--- src/rtl/pc_pkg.sv ---
// Shared definitions for the program-counter controller: default sizes,
// the operation encoding and the fixed-priority request decoder.
package pc_pkg;

  localparam int DEF_ADDR_W  = 7;
  localparam int DEF_OFF_W   = 5;
  localparam int DEF_STACK_D = 4;

  typedef enum logic [2:0] {
    OP_HOLD,
    OP_INC,
    OP_BRANCH,
    OP_JUMP,
    OP_CALL,
    OP_RET
  } pc_op_e;

  // Ret > Call > Jump > Branch > Up > hold; lower requests are dropped.
  function automatic pc_op_e pc_decode(input logic up, input logic branch,
                                       input logic jump, input logic call,
                                       input logic ret);
    if (ret)         return OP_RET;
    else if (call)   return OP_CALL;
    else if (jump)   return OP_JUMP;
    else if (branch) return OP_BRANCH;
    else if (up)     return OP_INC;
    else             return OP_HOLD;
  endfunction

endpackage

--- src/rtl/ret_stack.sv ---
// Return-address LIFO, ADDR_W bits x STACK_D entries. Push when full and
// pop when empty are ignored; only the occupancy counter is reset.
module ret_stack #(
  parameter int ADDR_W  = 7,
  parameter int STACK_D = 4
) (
  input  logic                           clk,
  input  logic                           rst,
  input  logic                           push,
  input  logic                           pop,
  input  logic [ADDR_W-1:0]              din,
  output logic [ADDR_W-1:0]              top,
  output logic                           full,
  output logic                           empty,
  output logic [$clog2(STACK_D+1)-1:0]   depth
);

  localparam int DEPTH_W = $clog2(STACK_D + 1);
  localparam int PTR_W   = $clog2(STACK_D);

  logic [ADDR_W-1:0] mem [STACK_D];
  logic [PTR_W-1:0]  wr_ptr;
  logic [PTR_W-1:0]  rd_ptr;

  // Occupancy doubles as the write pointer; the top entry sits one below it.
  // When depth == STACK_D (power of two) the truncated pointer wraps to 0,
  // but no write happens then and rd_ptr still lands on the last entry.
  assign wr_ptr = depth[PTR_W-1:0];
  assign rd_ptr = wr_ptr - PTR_W'(1);

  assign full  = (depth == DEPTH_W'(STACK_D));
  assign empty = (depth == '0);
  assign top   = mem[rd_ptr];

  // Occupancy counter with asynchronous clear.
  always_ff @(posedge clk or posedge rst) begin
    // NOTE: state registers use non-blocking assignment so every flop samples
    // pre-edge values regardless of block evaluation order.
    if (rst)                depth <= '0;
    else if (push && !full) depth <= depth + DEPTH_W'(1);
    else if (pop && !empty) depth <= depth - DEPTH_W'(1);
  end

  // Entry storage written on an accepted push.
  always_ff @(posedge clk) begin
    // NOTE: storage array is deliberately left without reset; depth == 0
    // already marks every entry invalid, and this keeps it mappable to RAM.
    if (push && !full) mem[wr_ptr] <= din;
  end

endmodule

--- src/rtl/pc_ctrl.sv ---
// Program-counter controller: increment, relative branch, absolute jump and
// call/return through ret_stack, with a sticky Fault flag.
// Optional build macro PC_SATURATE_EN: increment (and the Call push value)
// holds at the all-ones address instead of wrapping to 0.
import pc_pkg::*;

module pc_ctrl #(
  parameter int ADDR_W  = DEF_ADDR_W,
  parameter int OFF_W   = DEF_OFF_W,
  parameter int STACK_D = DEF_STACK_D
) (
  input  logic                          Clk,
  input  logic                          Clr,
  input  logic                          Up,
  input  logic                          Branch,
  input  logic [OFF_W-1:0]              Offset,
  input  logic                          Jump,
  input  logic                          Call,
  input  logic                          Ret,
  input  logic [ADDR_W-1:0]             Target,
  output logic [ADDR_W-1:0]             Addr,
  output logic                          StackFull,
  output logic                          StackEmpty,
  output logic [$clog2(STACK_D+1)-1:0]  Depth,
  output logic                          Fault
);

  pc_op_e            op;
  logic [ADDR_W-1:0] addr_inc;
  logic [ADDR_W-1:0] off_ext;
  logic [ADDR_W-1:0] addr_br;
  logic [ADDR_W-1:0] stk_top;
  logic [ADDR_W-1:0] addr_nxt;
  logic              fault_set;

  assign op      = pc_decode(Up, Branch, Jump, Call, Ret);
  assign off_ext = ADDR_W'(signed'(Offset));
  assign addr_br = Addr + off_ext;

  // Successor address, shared by Up and by the Call return value.
  always_comb begin
`ifdef PC_SATURATE_EN
    addr_inc = (Addr == '1) ? Addr : Addr + ADDR_W'(1);
`else
    addr_inc = Addr + ADDR_W'(1);
`endif
  end

  ret_stack #(
    .ADDR_W  (ADDR_W),
    .STACK_D (STACK_D)
  ) u_stack (
    .clk   (Clk),
    .rst   (Clr),
    .push  (op == OP_CALL),
    .pop   (op == OP_RET),
    .din   (addr_inc),
    .top   (stk_top),
    .full  (StackFull),
    .empty (StackEmpty),
    .depth (Depth)
  );

  // Next-address select and fault detection for the decoded operation.
  always_comb begin
    // NOTE: defaults first so every path assigns both outputs and no latch
    // is inferred.
    addr_nxt  = Addr;
    fault_set = 1'b0;
    case (op)
      OP_INC:    addr_nxt = addr_inc;
      OP_BRANCH: addr_nxt = addr_br;
      OP_JUMP:   addr_nxt = Target;
      OP_CALL:   if (!StackFull)  addr_nxt = Target; else fault_set = 1'b1;
      OP_RET:    if (!StackEmpty) addr_nxt = stk_top; else fault_set = 1'b1;
      default:   ;
    endcase
  end

  // Address register and sticky fault flag; Clr overrides every request.
  always_ff @(posedge Clk or posedge Clr) begin
    if (Clr) begin
      Addr  <= '0;
      Fault <= 1'b0;
    end else begin
      Addr <= addr_nxt;
      if (fault_set) Fault <= 1'b1;
    end
  end

endmodule

--- config.mk ---
export PLATFORM = sky130hd
export DESIGN_NAME = pc_ctrl
export DESIGN_NICKNAME = d
export VERILOG_FILES = /design/src/rtl/pc_pkg.sv /design/src/rtl/ret_stack.sv /design/src/rtl/pc_ctrl.sv
export SDC_FILE = /design/constraint.sdc
export NUM_CORES = 1
export LEC_CHECK = 0
export ABC_AREA = 1
export CAP_MARGIN = 20
export CORE_MARGIN = 1
export CORE_UTILIZATION = 49
export DETAILED_ROUTE_END_ITERATION = 6
export GPL_TIMING_DRIVEN = 0
export PLACE_DENSITY = 0.8
export SYNTH_ARGS = -nofsm -noshare
export SYNTH_HDL_FRONTEND = slang
export SYNTH_HIERARCHICAL = 1
export SYNTH_SLANG_ARGS = --single-unit
--- constraint.sdc ---
create_clock -name Clk -period 1.87 [get_ports Clk]
set_input_delay 0.374 -clock Clk [delete_from_list [all_inputs] [get_ports Clk]]
set_output_delay 0.374 -clock Clk [all_outputs]
set_load 0.01 [all_outputs]
## Word-level counts from Yosys, hierarchy flattened

Memory sizes are Yosys's and may differ from the RTL's.
Cells that the tools add are included.

| word-level totals | value |
|---|---|
| input port bits | 19 |
| output and inout port bits | 13 |
| word-level logic and storage cells | 40 |
| RAM bits | 28 |
| memories | 1 |
| register bits | 11 |

| operators by class | value |
|---|---|
| add/sub/neg operators | 5 |
| mux-type cells | 15 |
| equality and inequality tests | 8 |
| reduce and logical (&&, ||, !) cells | 8 |

Memory list:

| memory | depth | bits a word | rd ports | clocked after memory_dff | wr ports | RTL line | text |
|---|---|---|---|---|---|---|---|
| u_stack.mem | 4 | 7 | 1 | 0 | 1 | ret_stack.sv:21 | `logic [ADDR_W-1:0] mem [STACK_D];` |

Operators with widths:

| kind | count |
|---|---|
| $pmux 7 s5 | 1 |
| $mux 7 | 2 |
| $mux 3 | 4 |
| $eq 3x3->1 const B | 3 |
| $add 7x1->7 const B | 1 |
| $add 7x7->7 | 1 |
| $eq 3x2->1 const B | 2 |
| $mux 1 | 5 |
| $reduce_bool 5->1 | 1 |
| $mux 2 | 2 |
| $ne 2x2->1 const B | 2 |
| $add 3x1->3 const B | 1 |
| $eq 3x1->1 const B | 1 |
| $logic_not 3->1 | 1 |
| $reduce_and 3->1 | 1 |
| $sub 3x1->3 const B | 1 |
| $logic_and 1x1->1 | 2 |
| $logic_not 1->1 | 2 |
| $pmux 1 s2 | 1 |
| $reduce_bool 2->1 | 1 |
| $sub 2x1->2 const B | 1 |

## Logic depth before layout (Yosys ltp)

| depth | value |
|---|---|
| depth after elaboration | 9 |
| gate-level depth with buffers | 13 |

## Cells and area by module

Netlist, hierarchy kept.

Modules (own cells, without submodules):

| module | instances | area an instance (um^2) | cells an instance | sequential area each (um^2) |
|---|---|---|---|---|
| ret_stack | 1 | 1317.5 | 105 | 915.9 |
| pc_ctrl | 1 | 1017.2 | 156 | 200.2 |

## Worst setup path after synthesis

No wires, ideal clock.

| timing path | value |
|---|---|
| kind | register to register |
| start point | register u_stack.depth[0] |
| end point | register u_stack.depth[2] |
| arrival time | 1.815 ns |
| slack | -0.062 ns |
| stages on the path, launching flop included | 11 |
| path through | dfrtp_1 > inv_2 > buf_6 > ha_1 > nand2_2 > nand2_4 > xor2_1 > ha_1 > or2_1 > nand3_1 > nand2_1 |

| between the ends | value |
|---|---|
| word-level cells in the longest chain between the ends | 4 |

RTL lines:

| element | RTL line | text |
|---|---|---|
| start, declared | ret_stack.sv:15 | `output logic [$clog2(STACK_D+1)-1:0] depth` |
| start signal, assigned | ret_stack.sv:40 | `else if (push && !full) depth <= depth + DEPTH_W'(1);` |
| start signal, assigned | ret_stack.sv:41 | `else if (pop && !empty) depth <= depth - DEPTH_W'(1);` |
| parallel branches: the longest is 4 deep, another holds $sub 3x1->3 | - |  |

Parallel ways; which one is timed is not known. The select of a mux whose other input is x is not followed.
A chain may end at the register's enable or synchronous reset.

## Final worst setup path

| timing path | value |
|---|---|
| start point | register u_stack.depth[0] |
| end point | output port Depth[0] |

RTL lines:

| element | RTL line | text |
|---|---|---|
| end, declared | pc_ctrl.sv:24 | `output logic [$clog2(STACK_D+1)-1:0] Depth,` |

No word-level cell between the ends.

==> results.md <==
| Group | Parameter | This run |
| --- | --- | --- |
| grt | Global-route congestion overflow total | 0 |
| floorplanning | Total number of placement rows | 24 |
| power | Power density cells | 1580 nW/um2 |
| layout | Fillers | 364 |
| sta | Max frequency | 552 MHz |
| floorplanning | Total Die Area | 5040 um2 |
| sta | Final worst path period share | 0.968 |
| grt | Wire length of the first global-routing pass | 8250 um |
| power | Power after layout | 4.63 mW |
| layout | Nets | 336 |
| critical path | Launching element type of the critical path | register |
| layout | Area taken by flip-flops and latches | 1120 um2 |
| clock tree | TritonCTS clock tree | yes |
| critical path | Required time of the critical path | 1.50 ns |
| floorplanning | I/O pin cnt | 32 |
| synth | Net count after synthesis | 293 |
| layout | Ratio of cells with drive above 1 in the final layout | 0.200 |
| route | Ratio of routed vias to standard cells | 5.39 |
| placed design | Routability congestion estimate from global placement | 0.859 |
| critical path | Cells along the critical path | buf_4, clkdlybuf4s50_1 |
| critical path | Critical path's slowest cell | clkdlybuf4s50_1 |
| critical path | Largest delay share family, worst path | buffers and inverters |
| floorplanning | Floorplan die height | 71.0 um |
| clock tree | Clock sinks | 39 |
| critical path | Worst R2R Setup Slack | 0.09 ns |
| placed design | Area of placed instances | 2710 um2 |
| clock tree | Level count of the clock H-tree | 2 |
| synth | Ys Warns | 6 |
| placed design | IO Port Bufs | 31 |
| layout | Area Overhead vs Synth | 25.6% |
| hold path | Worst min-delay path category | input port to asynchronous set/reset pin |
| route | Post-route DRC violation count | 3 |
| clock tree | CTS root buf | clkbuf_8 |
| run status | Status | finished with violations |
| clock tree | Maximum clock insertion buffer count | 2 |
| sta | Worst slew pin tran | 0.480 ns |
| layout | Commonest cells after routing, fill and taps aside | nand2_1, edfxtp_1, clkdlybuf4s50_1 |
| power | Reported leakage power | 1.25 nW |
| sta | Sum of negative setup slack | 0 ns |
| critical path | Origin of the critical flop-to-flop path | u_stack/depth[1] |
| clock tree | Source-to-sink clock delay at the later pin of the worst-skew pair | 0.29 ns |
| synth | Number of enable-type register cells in the synthesized netlist | 28 |
| route | Count of routing violations after the opening detailed-route iteration | 69 |
| grt | Number of global-route vias before repair | 1765 |
| critical path | Logic depth of the worst register-to-register path | 6 |
| critical path | Worst setup EP type | output port |
| critical path | Max incr delay on CP | 0.55 ns |
| floorplanning | Die Width | 71.0 um |
| power | Worst-case vdd ir drop | 0.000741 V |
| synth | Proportion of synthesized chip area in sequential cells | 0.478 |
| route | Number of nets with antenna violations after detailed routing | 0 |
| critical path | Worst setup path category | register to output port |
| clock tree | Number of CTS-inserted buffers | 5 |
| synth | Synthesized area | 2330 um2 |
| layout | Multi-input gate area in the final layout | 1110 um2 |
| floorplanning | Area of the core | 4470 um2 |
| grt | Overall global routing resource usage | 0.216 |
| floorplanning | Effective utilization at floorplan | 0.522 |
| clock tree | Clk slew on worst S/H paths | 0.08 ns |
| grt | Pin count of the biggest net entering global routing | 14 |
| placed design | Placed Cells | 344 |
| sta | Setup repair after global routing missed its margin | true |
| critical path | Maximum net fanout on the critical path | 10 |
| grt | Initial antenna violation count | 0 |
| route | Routed WL | 5260 um |
| sta | Count of endpoints failing hold in the final timing report | 0 |
| layout | Most frequent standard cell in the layout excluding fill and tap cells | nand2_1 |
| layout | N_diodes | 0 |
| sta | Relative slew slack | 0.680 |
| route | First drt pass iteration count | 6 |
| synth | Cell variety after synth | 34 |
| critical path | Terminus of the critical flop-to-flop path | u_stack/mem[3][2] |
| route | Wire per inst | 14.7 um |
| synth | Mean instance size in the synthesized netlist | 8.95 um2 |
| critical path | Arrival time of data at the critical path endpoint | 1.44 ns |
| sta | Number of setup violations in the final report | 0 |
| synth | Post-synthesis register bit count | 39 |
| job | Count of max-cap constraint violations | 0 |
| clock tree | Number of buffers inserted for hold repair after clock tree synthesis | 0 |
| placed design | Final HPWL DP | 3760 um |
| synth | Async S/R FF share, synth | 0.282 |
| route | Total number of vias | 1926 |
| critical path | Buf+Inv Stages, Crit Path | 2 |
| sta | Max-slew violations | 0 |
| run status | Violated checks | DRC |
| sta | Period minus WS final | 1.81 ns |
| sta | Worst clock skew | 0.00268 ns |
| layout | Non-filler instance count after layout | 357 |
| layout | Total non-filler cell area in the finished layout | 2930 um2 |
| synth | Most used flip-flop cell after synthesis | edfxtp_1 |
| synth | Post-synthesis cell count | 261 |
-- Yosys cell counts (2+ instances only) --
cell type / number / area [um2]
nor2_1: 23 / 86.3
nand2_2: 2 / 12.5
or2_1: 3 / 18.8
edfxtp_1: 28 / 841
o21ai_1: 5 / 25.0
nand3_2: 2 / 20.0
buf_6: 2 / 22.5
xor2_1: 5 / 43.8
nand4_1: 3 / 18.8
o21ai_2: 3 / 26.3
nor2_2: 4 / 25.0
ha_1: 12 / 150
dfrtp_1: 11 / 275
nand2_1: 64 / 240
o21ai_0: 13 / 65.1
inv_2: 7 / 26.3
o22ai_1: 7 / 43.8
nor2_4: 2 / 22.5
nand3b_1: 2 / 15.0
nand3_1: 15 / 75.1
a21oi_1: 10 / 50.1
inv_1: 26 / 97.6
-- per-stage QoR --
stage	hold WS, ns	worst slack (ns)	utilization
floorplan	0.128	0.0368	-
global placement	0.448	-0.460	0.606
detailed placement	0.457	-0.494	0.606
CTS	0.271	0.00637	0.642
global route	0.295	-0.0485	0.655
finish	0.271	0.0594	0.655
-- registers in the layout (all words and copies together), names as in the netlist --
| signal | flops |
|---|---|
| Addr | 7 |
| Fault | 1 |
| u_stack/depth | 3 |
| u_stack/mem | 28 |
-- worst max-delay path by stage --
| stage | start | endpoint | slack (ns) | cells after the start |
|---|---|---|---|---|
| after floorplan | u_stack/depth[0] | u_stack/depth[2] | 0.04 | 10 |
| after global placement | Ret | u_stack/mem[3][6] | -0.46 | 5 |
| after detailed placement | Ret | u_stack/mem[3][4] | -0.49 | 5 |
| after CTS | u_stack/depth[1] | Addr[3] | 0.006 | 11 |
| after global routing | u_stack/depth[1] | u_stack/depth[2] | -0.05 | 12 |
| final | u_stack/depth[0] | Depth[0] | 0.06 | 2 |
-- per-layer routing --
layer  routed length [um]  up-vias  global-route usage
met5                    0        -                   0
met4                   40        0              0.0467
met3                  233        5              0.0385
met2                 2630       47               0.376
met1                 2360      924               0.285
li1                     -      950                   -
-- timing repair --
| action | CTS | global route |
|---|---|---|
| gates resized for setup | 19 | 12 |
| pin swaps | 0 | 1 |
| cloned | 0 | 0 |
| setup buffers | 2 | 3 |
| setup endpoints to repair | 38 | 8 |
| endpoints found under the hold margin | 0 | 0 |
-- kinds of logic after synthesis --
family	share of synthesized area
AO/OA/AOI/OAI	0.108
buffers and inverters	0.0681
XOR/XNOR	0.0225
adder cells (fa/ha/maj)	0.0729
AND/OR/NAND/NOR	0.251
flip-flops	0.478
-- worst reg2reg max path: stages (launching register included) --
cell and delay (ns):
dfrtp_2 0.44, inv_1 0.12, ha_4 0.18, nand2_2 0.09, nand2_4 0.07, buf_4 0.16, nor2_2 0.37
-- where the power goes --
group          internal [mW]  switching (mW)  total (mW)  leakage (nW)
combinational           1.05            1.39        2.44         0.815
sequential              1.26           0.221        1.48         0.381
clock                  0.398           0.307       0.705        0.0562
total                   2.71            1.92        4.63          1.25
-- cell type report --
cell class | count | share of cell area
buffer | 4 | 0.0141
clock buffer | 5 | 0.0235
clock inverter | 3 | 0.0145
inverter | 34 | 0.0452
multi-input combinational | 184 | 0.378
sequential | 39 | 0.382
tap | 52 | 0.0222
timing repair buffer | 36 | 0.121
Note: power is estimated with default switching activity, not from simulation.
==> RTL edit: new RTL, same flow settings <==
Take the reset off `Addr` and load it in a clocked block of its own.
--- a/src/rtl/pc_ctrl.sv
+++ b/src/rtl/pc_ctrl.sv
@@ -81,12 +81,14 @@
   always_ff @(posedge Clk or posedge Clr) begin
     if (Clr) begin
-      Addr  <= '0;
       Fault <= 1'b0;
     end else begin
-      Addr <= addr_nxt;
       if (fault_set) Fault <= 1'b1;
     end
   end
 
+  always_ff @(posedge Clk) begin
+    Addr <= addr_nxt;
+  end
+
 endmodule
 
Function: changed (a bounded check fails within 4 cycles, from zero or initial values; the reset may be asserted at any time).
==> RTL edit against the unedited design <==
- total power down 4.7%
- non-clock buffer count up 4
- utilization down 1.2 points
- count of clock-buffer cells in the layout up 3
- sequential cell count unchanged
- wire length down 3.3%
- area after synthesis down 5.2%
- fmax down 1.1%
- cell area down 4.4%
- setup slack worse by 20 ps
- critical path depth up 4
- critical path type unchanged
==> RTL edit: results (changes against the unedited design) <==
## Synth
• **distinct cell type count after synthesis** 28, -18%
• **share of the yosys chip area belonging to registers** 52.01%, +4.2 points
• **arithmetic-cell share of the synthesized area counting full adders, half adders and majority gates** 7.688%, +0.40 points
• **Avg Cell Area, Syn** 9.459 µm², +5.7%
• **commonest cells in the netlist** 49 x nand2_1, 35 x edfxtp_1, 26 x inv_1, 26 x nor2_1, 23 x nand3_1
• **proportion of register bits with asynchronous set or reset after synthesis** 10.26%, -18 points
• **area fraction in compound gates after synthesis** 7.179%, -3.6 points
• **Synth area leaders** edfxtp_1 47%, nand2_1 8.3%, ha_1 6.8%
• **Post-synth EDFFs** 35, +25%
• **xor/xnor cell area share of the yosys netlist** 2.374%, +0.12 points
• **number of nets produced by synthesis** 266, -9.2%

## Finish
• **Inverters, non-clock** 29, -15%
• **clock buffer count in the final layout** 8, +3
• **post-layout net count** 313, -6.8%
• **Post-Layout Cell Count** 334, -6.4%
• **Filler Cells Inserted** 322, -12%
• **ratio of cells with drive above 1 in the final layout** 15.60%, -4.4 points
• **Seq/total area** 41.16%, +3.0 points
• **multi-input combinational cell count** 162, -12%
• **clk tree area frac** 2.857%, -0.94 points
• **proportion of final cell area spent on non-clock buffers** 15.27%, +1.7 points
• **multi-input logic portion of the cell area** 34.42%, -3.3 points
• **sequential cell count** 39, unchanged
• **final design utilization** 64.37%, -1.2 points
• **number of buffers other than clock buffers in the final layout** 44, +10%

## Power and ir drop
• **Combinational Power Share** 54.1%, +1.3 points
• **share of power burned in the clock network** 11.9%, -3.3 points
• **Static Leakage** 1.176 nW, -6.1%
• **net load switching power** 0.001792 W, -6.8%
• **largest vdd supply drop** 837.4 µV, +13%
• **internal power consumption** 0.002622 W, -3.2%

## Global route
• **number of global-route vias before repair** 1702, -3.6%
• **wire length of the first global-routing pass** 7797 µm, -5.5%
• **maximum number of pins on one net before global-route repair** 12, -2
• **global-route total usage across every layer** 21.60%, -0.048 points

## Setup path
• **worst r2r dst** u_stack/depth[2]
• **end point of the critical path** StackEmpty
• **number of cell instances on the worst register-to-register path** 13, +7
• **register-to-register setup slack** 70 ps, -20 ps
• **highest net fanout along the worst path** 6, -4

## Drt
• **number of search-and-repair iterations in the first detailed-routing pass** 4, -2
• **number of design-rule violations left by the first detailed-router iteration** 101, +46%
• **vias** 1801, -6.5%
• **wire length per cell** 15.25 µm, +3.4%

## Clock network
• **number of post-CTS setup repair buffers** 5, +3
• **clock root cell** clkbuf_8
• **Resize count post-CTS** 12, -7

## Placement
• **Placement Setup Slack** -352.3 ps, +141.8 ps
• **area post-placement** 0.002601 mm², -4.1%
• **placer's final routability congestion estimate** 0.7821, -8.9%
• **Detailed Place HPWL** 3551 µm, -5.6%
• **Placed Cells** 317, -7.8%

## STA
• **Worst Hold Slack** 257.0 ps, -14.30 ps
• **maximum achievable frequency** 0.5462 GHz, -1.1%
• **Worst Skew** 7.963 ps, +5.283 ps
• **Worst Max-Slew Pin Slew** 683.7 ps, +204.0 ps

## Outcome
• **run status** complete, no violations

## RTL edit: changes by cell type in the layout (fill, tap and decap cells not counted), moves of 3 or more
cell      change
nand2_1      -14
nand3_1       +9
a21oi_1       -7
edfxtp_1      +7
dfrtp_1       -6
nor2_1        +6
nor2_2        -6
buf_4         +4
inv_2         -4
o21ai_1       -4
nand3_2       -3
## RTL edit: routing by layer
metal  GRT usage (%)  vias to the layer above  wire length (µm)  share of wire (%)
met5               0                        -                 0                  0
met4           11.56                        0               102                2.0
met3           3.198                        6               287                5.6
met2           36.79                       59              2656                 52
met1           26.41                      855              2045                 40
li1                -                      881                 -                  -
## RTL edit: cells by family after synthesis
| group | Yosys count |
|---|---|
| buf+inv | 33 |
| flops | 39 |
| simple gates | 115 |
| fa+ha+maj | 13 |
| compound gates | 28 |
| xor+xnor | 6 |
## RTL edit: critical path: stages (launching register included)
cell and delay, ps:
dfrtp_2 430, inv_4 90, buf_8 110, ha_4 150, nand2_2 90, inv_1 80
clkdlybuf4s15_2 220
